<file path="src/rtl/coolgirl_pkg.sv">
// Shared constants for the CoolGirl MMC3-family IRQ block: register decode
// values, counter width and the legal range of the A12 low-time filter.
package coolgirl_pkg;

    localparam int IRQ_CNT_W   = 8;
    localparam int A12_LOW_MIN = 1;
    localparam int A12_LOW_MAX = 7;

    // Register select is {A13, A0} of a $C000-$FFFF write.
    typedef enum logic [1:0] {
        REG_LATCH   = 2'b00,  // $C000
        REG_RELOAD  = 2'b01,  // $C001
        REG_DISABLE = 2'b10,  // $E000
        REG_ENABLE  = 2'b11   // $E001
    } irq_reg_e;

endpackage

</file>
<file path="src/rtl/coolgirl_a12_filter.sv">
// PPU A12 synchronizer and low-time filter; flags one clock event per
// synchronized rise that follows A12_LOW_CYCLES consecutive low samples.
module coolgirl_a12_filter
    import coolgirl_pkg::*;
#(
    parameter int A12_LOW_CYCLES = 3
) (
    input  logic m2,
    input  logic reset_n,
    input  logic ppu_a12,
    output logic clk_event
);

    localparam logic [2:0] LOW_SAT = 3'(A12_LOW_CYCLES);

    generate
        if (A12_LOW_CYCLES < A12_LOW_MIN || A12_LOW_CYCLES > A12_LOW_MAX) begin : g_bad_param
            $error("A12_LOW_CYCLES out of range");
        end
    endgenerate

    logic       sync1_q, sync1_d;
    logic       sync2_q, sync2_d;
    logic [2:0] low_cnt_q, low_cnt_d;

    always_comb begin
        sync1_d   = ppu_a12;
        sync2_d   = sync1_q;
        low_cnt_d = low_cnt_q;
        if (sync2_q) begin
            low_cnt_d = 3'd0;
        end else if (low_cnt_q != LOW_SAT) begin
            low_cnt_d = low_cnt_q + 3'd1;
        end
    end

    // low_cnt only reaches LOW_SAT while the previous sample was low, so a
    // high sample with a saturated count is exactly a filtered 0->1 edge.
    assign clk_event = sync2_q & (low_cnt_q == LOW_SAT);

    always_ff @(negedge m2 or negedge reset_n) begin
        if (!reset_n) begin
            sync1_q   <= 1'b0;
            sync2_q   <= 1'b0;
            low_cnt_q <= 3'd0;
        end else begin
            sync1_q   <= sync1_d;
            sync2_q   <= sync2_d;
            low_cnt_q <= low_cnt_d;
        end
    end

endmodule

</file>
<file path="src/rtl/coolgirl_mmc3_irq.sv">
// MMC3-compatible scanline IRQ: register decode, scanline counter and irq.
// Define COOLGIRL_MMC3_IRQ_REV_A_EN for rev A (NEC) hit rules; default is rev B.
module coolgirl_mmc3_irq
    import coolgirl_pkg::*;
#(
    parameter int A12_LOW_CYCLES = 3
) (
    input  logic                 m2,
    input  logic                 reset_n,
    input  logic                 enable,
    input  logic                 romsel,
    input  logic                 cpu_rw_in,
    input  logic [14:0]          cpu_addr_in,
    input  logic [7:0]           cpu_data_in,
    input  logic                 ppu_a12,
    output logic                 irq,
    output logic [IRQ_CNT_W-1:0] irq_counter
);

    logic                 clk_event;
    logic                 evt;
    logic                 wr;
    irq_reg_e             sel;
    logic                 wr_latch, wr_reload, wr_disable, wr_enable;
    logic                 reload_path;
    logic                 hit;
    logic [IRQ_CNT_W-1:0] next_cnt;

    logic [IRQ_CNT_W-1:0] latch_q, latch_d;
    logic [IRQ_CNT_W-1:0] counter_q, counter_d;
    logic                 reload_q, reload_d;
    logic                 irq_en_q, irq_en_d;
    logic                 irq_q, irq_d;

    logic                 unused_addr;
    assign unused_addr = ^cpu_addr_in[12:1];

    coolgirl_a12_filter #(
        .A12_LOW_CYCLES(A12_LOW_CYCLES)
    ) u_a12_filter (
        .m2       (m2),
        .reset_n  (reset_n),
        .ppu_a12  (ppu_a12),
        .clk_event(clk_event)
    );

    assign wr         = enable & ~romsel & ~cpu_rw_in & cpu_addr_in[14];
    assign sel        = irq_reg_e'({cpu_addr_in[13], cpu_addr_in[0]});
    assign wr_latch   = wr & (sel == REG_LATCH);
    assign wr_reload  = wr & (sel == REG_RELOAD);
    assign wr_disable = wr & (sel == REG_DISABLE);
    assign wr_enable  = wr & (sel == REG_ENABLE);
    assign evt        = clk_event & enable;

    // A $C001 write coinciding with a clock event behaves as a pending reload.
    assign reload_path = (counter_q == '0) | reload_q | wr_reload;
    assign next_cnt    = reload_path ? latch_q : counter_q - 1'b1;

    always_comb begin
        latch_d   = latch_q;
        counter_d = counter_q;
        reload_d  = reload_q;
        irq_en_d  = irq_en_q;
        irq_d     = irq_q;
        hit       = 1'b0;

        if (wr_latch) latch_d = cpu_data_in;
        if (wr_reload) begin
            counter_d = '0;
            reload_d  = 1'b1;
        end
        if (evt) begin
            counter_d = next_cnt;
            if (reload_path) reload_d = 1'b0;
`ifdef COOLGIRL_MMC3_IRQ_REV_A_EN
            hit = (next_cnt == '0) & (~reload_path | reload_q | wr_reload);
`else
            hit = (next_cnt == '0);
`endif
        end

        if (wr_disable) irq_en_d = 1'b0;
        if (wr_enable)  irq_en_d = 1'b1;

        // irq_en_q (not irq_en_d) so a same-cycle $E001 cannot arm this hit.
        if (!enable || wr_disable) begin
            irq_d = 1'b1;
        end else if (hit && irq_en_q) begin
            irq_d = 1'b0;
        end
    end

    always_ff @(negedge m2 or negedge reset_n) begin
        if (!reset_n) begin
            latch_q   <= '0;
            counter_q <= '0;
            reload_q  <= 1'b0;
            irq_en_q  <= 1'b0;
            irq_q     <= 1'b1;
        end else begin
            latch_q   <= latch_d;
            counter_q <= counter_d;
            reload_q  <= reload_d;
            irq_en_q  <= irq_en_d;
            irq_q     <= irq_d;
        end
    end

    assign irq         = irq_q;
    assign irq_counter = counter_q;

endmodule

</file>
<file path="config.mk">
export PLATFORM = sky130hd
export DESIGN_NAME = coolgirl_mmc3_irq
export DESIGN_NICKNAME = d
export VERILOG_FILES = /design/src/rtl/coolgirl_pkg.sv /design/src/rtl/coolgirl_a12_filter.sv /design/src/rtl/coolgirl_mmc3_irq.sv
export SDC_FILE = /design/constraint.sdc
export NUM_CORES = 1
export LEC_CHECK = 0
export ABC_AREA = 0
export CAP_MARGIN = 10
export CORE_UTILIZATION = 53
export CTS_BUF_LIST = sky130_fd_sc_hd__clkbuf_8
export CTS_CLUSTER_DIAMETER = 80
export CTS_CLUSTER_SIZE = 20
export DETAILED_ROUTE_END_ITERATION = 10
export PLACE_DENSITY = 0.95
export REMOVE_ABC_BUFFERS = 1
export SLEW_MARGIN = 20
export SYNTH_ARGS = -nofsm -noshare
export SYNTH_HDL_FRONTEND = slang
export SYNTH_SLANG_ARGS = --single-unit
</file>
<file path="constraint.sdc">
create_clock -name m2 -period 5 [get_ports m2]
set_clock_uncertainty 0.15 [all_clocks]
set_input_delay 1 -clock m2 [delete_from_list [all_inputs] [get_ports m2]]
set_output_delay 1 -clock m2 [all_outputs]
set_load 0.005 [all_outputs]
</file>
### Word-level counts from Yosys, hierarchy flattened

Cells that the tools add are included.

* register bits after elaboration: 24
* latch bits: 0
* memory bits (writable): 0
* bits in read-only memories: 0
* input port bits: 29
* output and inout port bits: 9
* word-level logic and storage cells: 51
* memories kept: 0

* add/subtract/negate cells: 2
* multiply operators: 0
* div/mod/pow operators: 0
* order comparisons: 0
* equal/unequal tests: 5
* shift operators: 0
* muxes and demuxes: 13
* bitwise operators: 13
* reductions and logical operators: 10

Operators with widths (number)
* $mux W8: 3
* $logic_not A8 Y1: 2
* $and A1 B1 Y1: 9
* $mux W1: 8
* $reduce_bool A2 Y1: 4
* $sub A8 B1 Y8 const B: 1
* $mux W3: 2
* $eq A2 B2 Y1 const B: 2
* $add A3 B1 Y3 const B: 1
* $eq A3 B2 Y1 const B: 1
* $ne A3 B2 Y1 const B: 1
* $eq A2 B1 Y1 const B: 1
* $logic_not A2 Y1: 1
* $not A1 Y1: 2
* $or A1 B1 Y1: 2
* $logic_and A1 B1 Y1: 1
* $logic_not A1 Y1: 1
* $logic_or A1 B1 Y1: 1

### Longest topological paths before layout

* word-level depth: 12
* depth in mapped cells: 7
* gate-level depth less buffers: 7

### Cells and area by module

A second synthesis with hierarchy kept.

* cells, all modules: 120
* area total of the unflattened synthesis: 1282.5 um^2

Modules (own cells, without submodules)
* coolgirl_mmc3_irq: times used 1, cells an instance 105, area each 1081.0 um^2, seq. area each 476.7 um^2
* coolgirl_a12_filter: times used 1, cells an instance 15, area each 201.4 um^2, seq. area each 125.1 um^2

==> flow_metrics.env <==
export IMPL_seq_area_sq_um=601.8
export IMPL_cap_violations=0
export IMPL_cts_tree="built"
export IMPL_fillers=140
export IMPL_io_buffers=25
export IMPL_drtIter0Drc=91
export IMPL_crit_arrival_ns=2.45
export IMPL_synth_yosys_seq_area_share_pct=44.01
export IMPL_synth_edf_count=0
export IMPL_cts_clk_slew_worst_paths_ns=0.06
export IMPL_yosysUniqueCellTypes=45
export IMPL_layout_drive_gt1_share_pct=24.44
export IMPL_synth_area_leaders="dfrtn_1, mux2_2, nor2_1"
export IMPL_clock_sinks=24
export IMPL_diodes=0
export IMPL_muxShareOfSynthArea_pct=8.875
export IMPL_multi_input_area_sq_um=715.7
export IMPL_htreeDepth=1
export IMPL_nNetsFinal=214
export IMPL_die_area_sq_um=2787
export IMPL_synthTopCellsByCount="dfrtn_1, nor2_1, nand2_1"
export IMPL_antenna_left=0
export IMPL_p_leak_nw=0.8285
export IMPL_dp_hpwl_um=2558
export IMPL_grt_max_degree=25
export IMPL_ys_ff_latch=24
export IMPL_grt_pass1_wl_um=6023
export IMPL_ys_flop_type="dfrtn_1"
export IMPL_synth_xor_area_share_pct=1.281
export IMPL_synthSimpleGateAreaFrac_pct=23.70
export IMPL_grt_usage_pct=30.44
export IMPL_clkLatencyLatePin_ns=0.28
export IMPL_synthArstFlopShare_pct=100.0
export IMPL_synth_compound_area_share_pct=13.91
export IMPL_setup_worst_path_start_class="primary input"
export IMPL_synth_most_common_cell="dfrtn_1"
export IMPL_cp_end_kind="register"
export IMPL_worst_pin_slew_ns=0.6691
export IMPL_rows=18
export IMPL_via_per_inst=6.367
export IMPL_hold_violations=0
export IMPL_num_io_pins=38
export IMPL_critPathKind="primary input to register"
export IMPL_required_ns=2.47
export IMPL_place_congestion=0.9241
export IMPL_grt_overflow_total=0
export IMPL_layout_setup_ws_ns=0.01186
export IMPL_crit_path_max_fanout=8
export IMPL_synth_top_family_by_area="simple AND/OR/NAND/NOR gates"
export IMPL_cts_buffer_depth=2
export IMPL_grt_pass1_vias=1274
export IMPL_yosysWarnings=0
export IMPL_maxSlewHeadroom_pct=54.77
export IMPL_drt_pass1_iter_count=4
export IMPL_dieHeight_um=52.80
export IMPL_post_drt_wl_per_cell_um=18.27
export IMPL_root_buffer="clkbuf_8"
export IMPL_power_total_mw=0.9596
export IMPL_synthesis_area_sq_um=1368
export IMPL_die_w_um=52.80
export IMPL_coreArea_sq_um=2455
export IMPL_worstRegToRegCells=7
export IMPL_holdBufCountCts=0
export IMPL_synth_area_leader_cell="dfrtn_1"
export IMPL_hold_path_cell_count=0
export IMPL_pre_cts_ws_ns=-0.3330
export IMPL_ir_drop_mv=0.4052
export IMPL_synth_fa_ha_area_share_pct=3.660
export IMPL_avgSynthCellArea_sq_um=9.982
export IMPL_drcViolationCount=0
export IMPL_min_path_type="register to register"
export IMPL_p_per_area_nw_per_um2=520.6
export IMPL_r2r_slack_ns=2.88
export IMPL_dr_total_vias=1337
export IMPL_syn_to_final_growth_pct=34.77
export IMPL_initial_core_util_pct=55.71
export IMPL_synth_top_cell_area_share_pct=42.09
export IMPL_cts_buffers=3
export IMPL_antenna_found_initial=0
export IMPL_wirelength_um=3836
export IMPL_maxSlewViolCount=0
export IMPL_fin_tns_setup_ns=0
export IMPL_status="finished clean"
export IMPL_finalSetupViolCount=0
export IMPL_synth_cells=137
timing repair:
action,4_1_cts,5_1_grt
setup endpoints to repair,11,11
resized for setup,2,8
gates cloned,0,0
pin swaps,0,2
buffers inserted,2,6
cell families after synthesis:
kind of cell / after synthesis
AO/OA/AOI/OAI: 30
multiplexers: 11
XOR/XNOR: 2
flip-flops: 24
AND/OR/NAND/NOR: 55
buffers and inverters: 11
adder cells (fa/ha/maj): 4
flip-flops by register name, summed over array words and instances, names as in the netlist:
signal	cells
irq_counter	8
latch_q	8
u_a12_filter.low_cnt_q	3
irq	1
irq_en_q	1
reload_q	1
u_a12_filter.sync1_q	1
u_a12_filter.sync2_q	1
layer usage:
metal	track usage, %	wire length (um)
met5	0	0
met4	15.35	148
met3	5.217	292
met2	52.74	1931
met1	35.65	1464
critical path, cell delays in order:
cell,delay [ns]
clkdlybuf4s50_1,0.52
nor2b_1,0.25
and2_4,0.27
nor2_4,0.07
a32oi_1,0.22
o211ai_1,0.12
final timing paths:
kind / start / endpoint
setup / recovery: cpu_addr_in[0] / irq_counter[7]
hold / removal: u_a12_filter.sync1_q / u_a12_filter.sync2_q
setup reg to reg: irq_counter[0] / irq_counter[0]
hold reg to reg: u_a12_filter.sync1_q / u_a12_filter.sync2_q
max in group asynchronous: reset_n / irq
min in group asynchronous: reset_n / reload_q
where the power goes:
| group | leakage, nW | internal, mW | total (mW) | switching [mW] |
|---|---|---|---|---|
| sequential | 0.309 | 0.243 | 0.284 | 0.0411 |
| clock | 0.0341 | 0.0715 | 0.138 | 0.0662 |
| combinational | 0.486 | 0.244 | 0.538 | 0.294 |
| total | 0.829 | 0.558 | 0.960 | 0.401 |
cells in the final DEF, fill, tap and decap left out, types with 3 or more instances in the layout:
| master | instances |
|---|---|
| nor2_1 | 14 |
| o211ai_1 | 3 |
| nand2_1 | 9 |
| a21oi_1 | 7 |
| clkbuf_8 | 4 |
| buf_4 | 19 |
| inv_1 | 5 |
| dfrtn_1 | 23 |
| dlymetal6s2s_1 | 4 |
| clkdlybuf4s50_1 | 21 |
| nand3_1 | 5 |
| o21ai_0 | 5 |
| ha_1 | 4 |
| o21ai_1 | 5 |
| nor4_1 | 4 |
| mux2_2 | 9 |
metrics by stage:
stage / util (%) / instances / instance area (sq um) / hold WS [ns]
after floorplan: - / 131 / 1324 / 0.1417
after global placement: 69.32 / 198 / 1702 / 0.1472
after detailed placement: 69.32 / 198 / 1702 / 0.1530
after CTS: 72.38 / 204 / 1777 / 0.1533
after global routing: 75.08 / 210 / 1843 / 0.1702
final: 75.08 / 210 / 1843 / 0.1584
final cells by class:
class	count	area share [%]
clock inverters	1	0.2037
clock buffers	4	2.987
repair buffers	45	22.47
flip-flops and latches	24	32.65
well taps	30	2.037
inverters	4	0.8147
multi-input cells	102	38.83
Power figures use the tool's default switching activity.
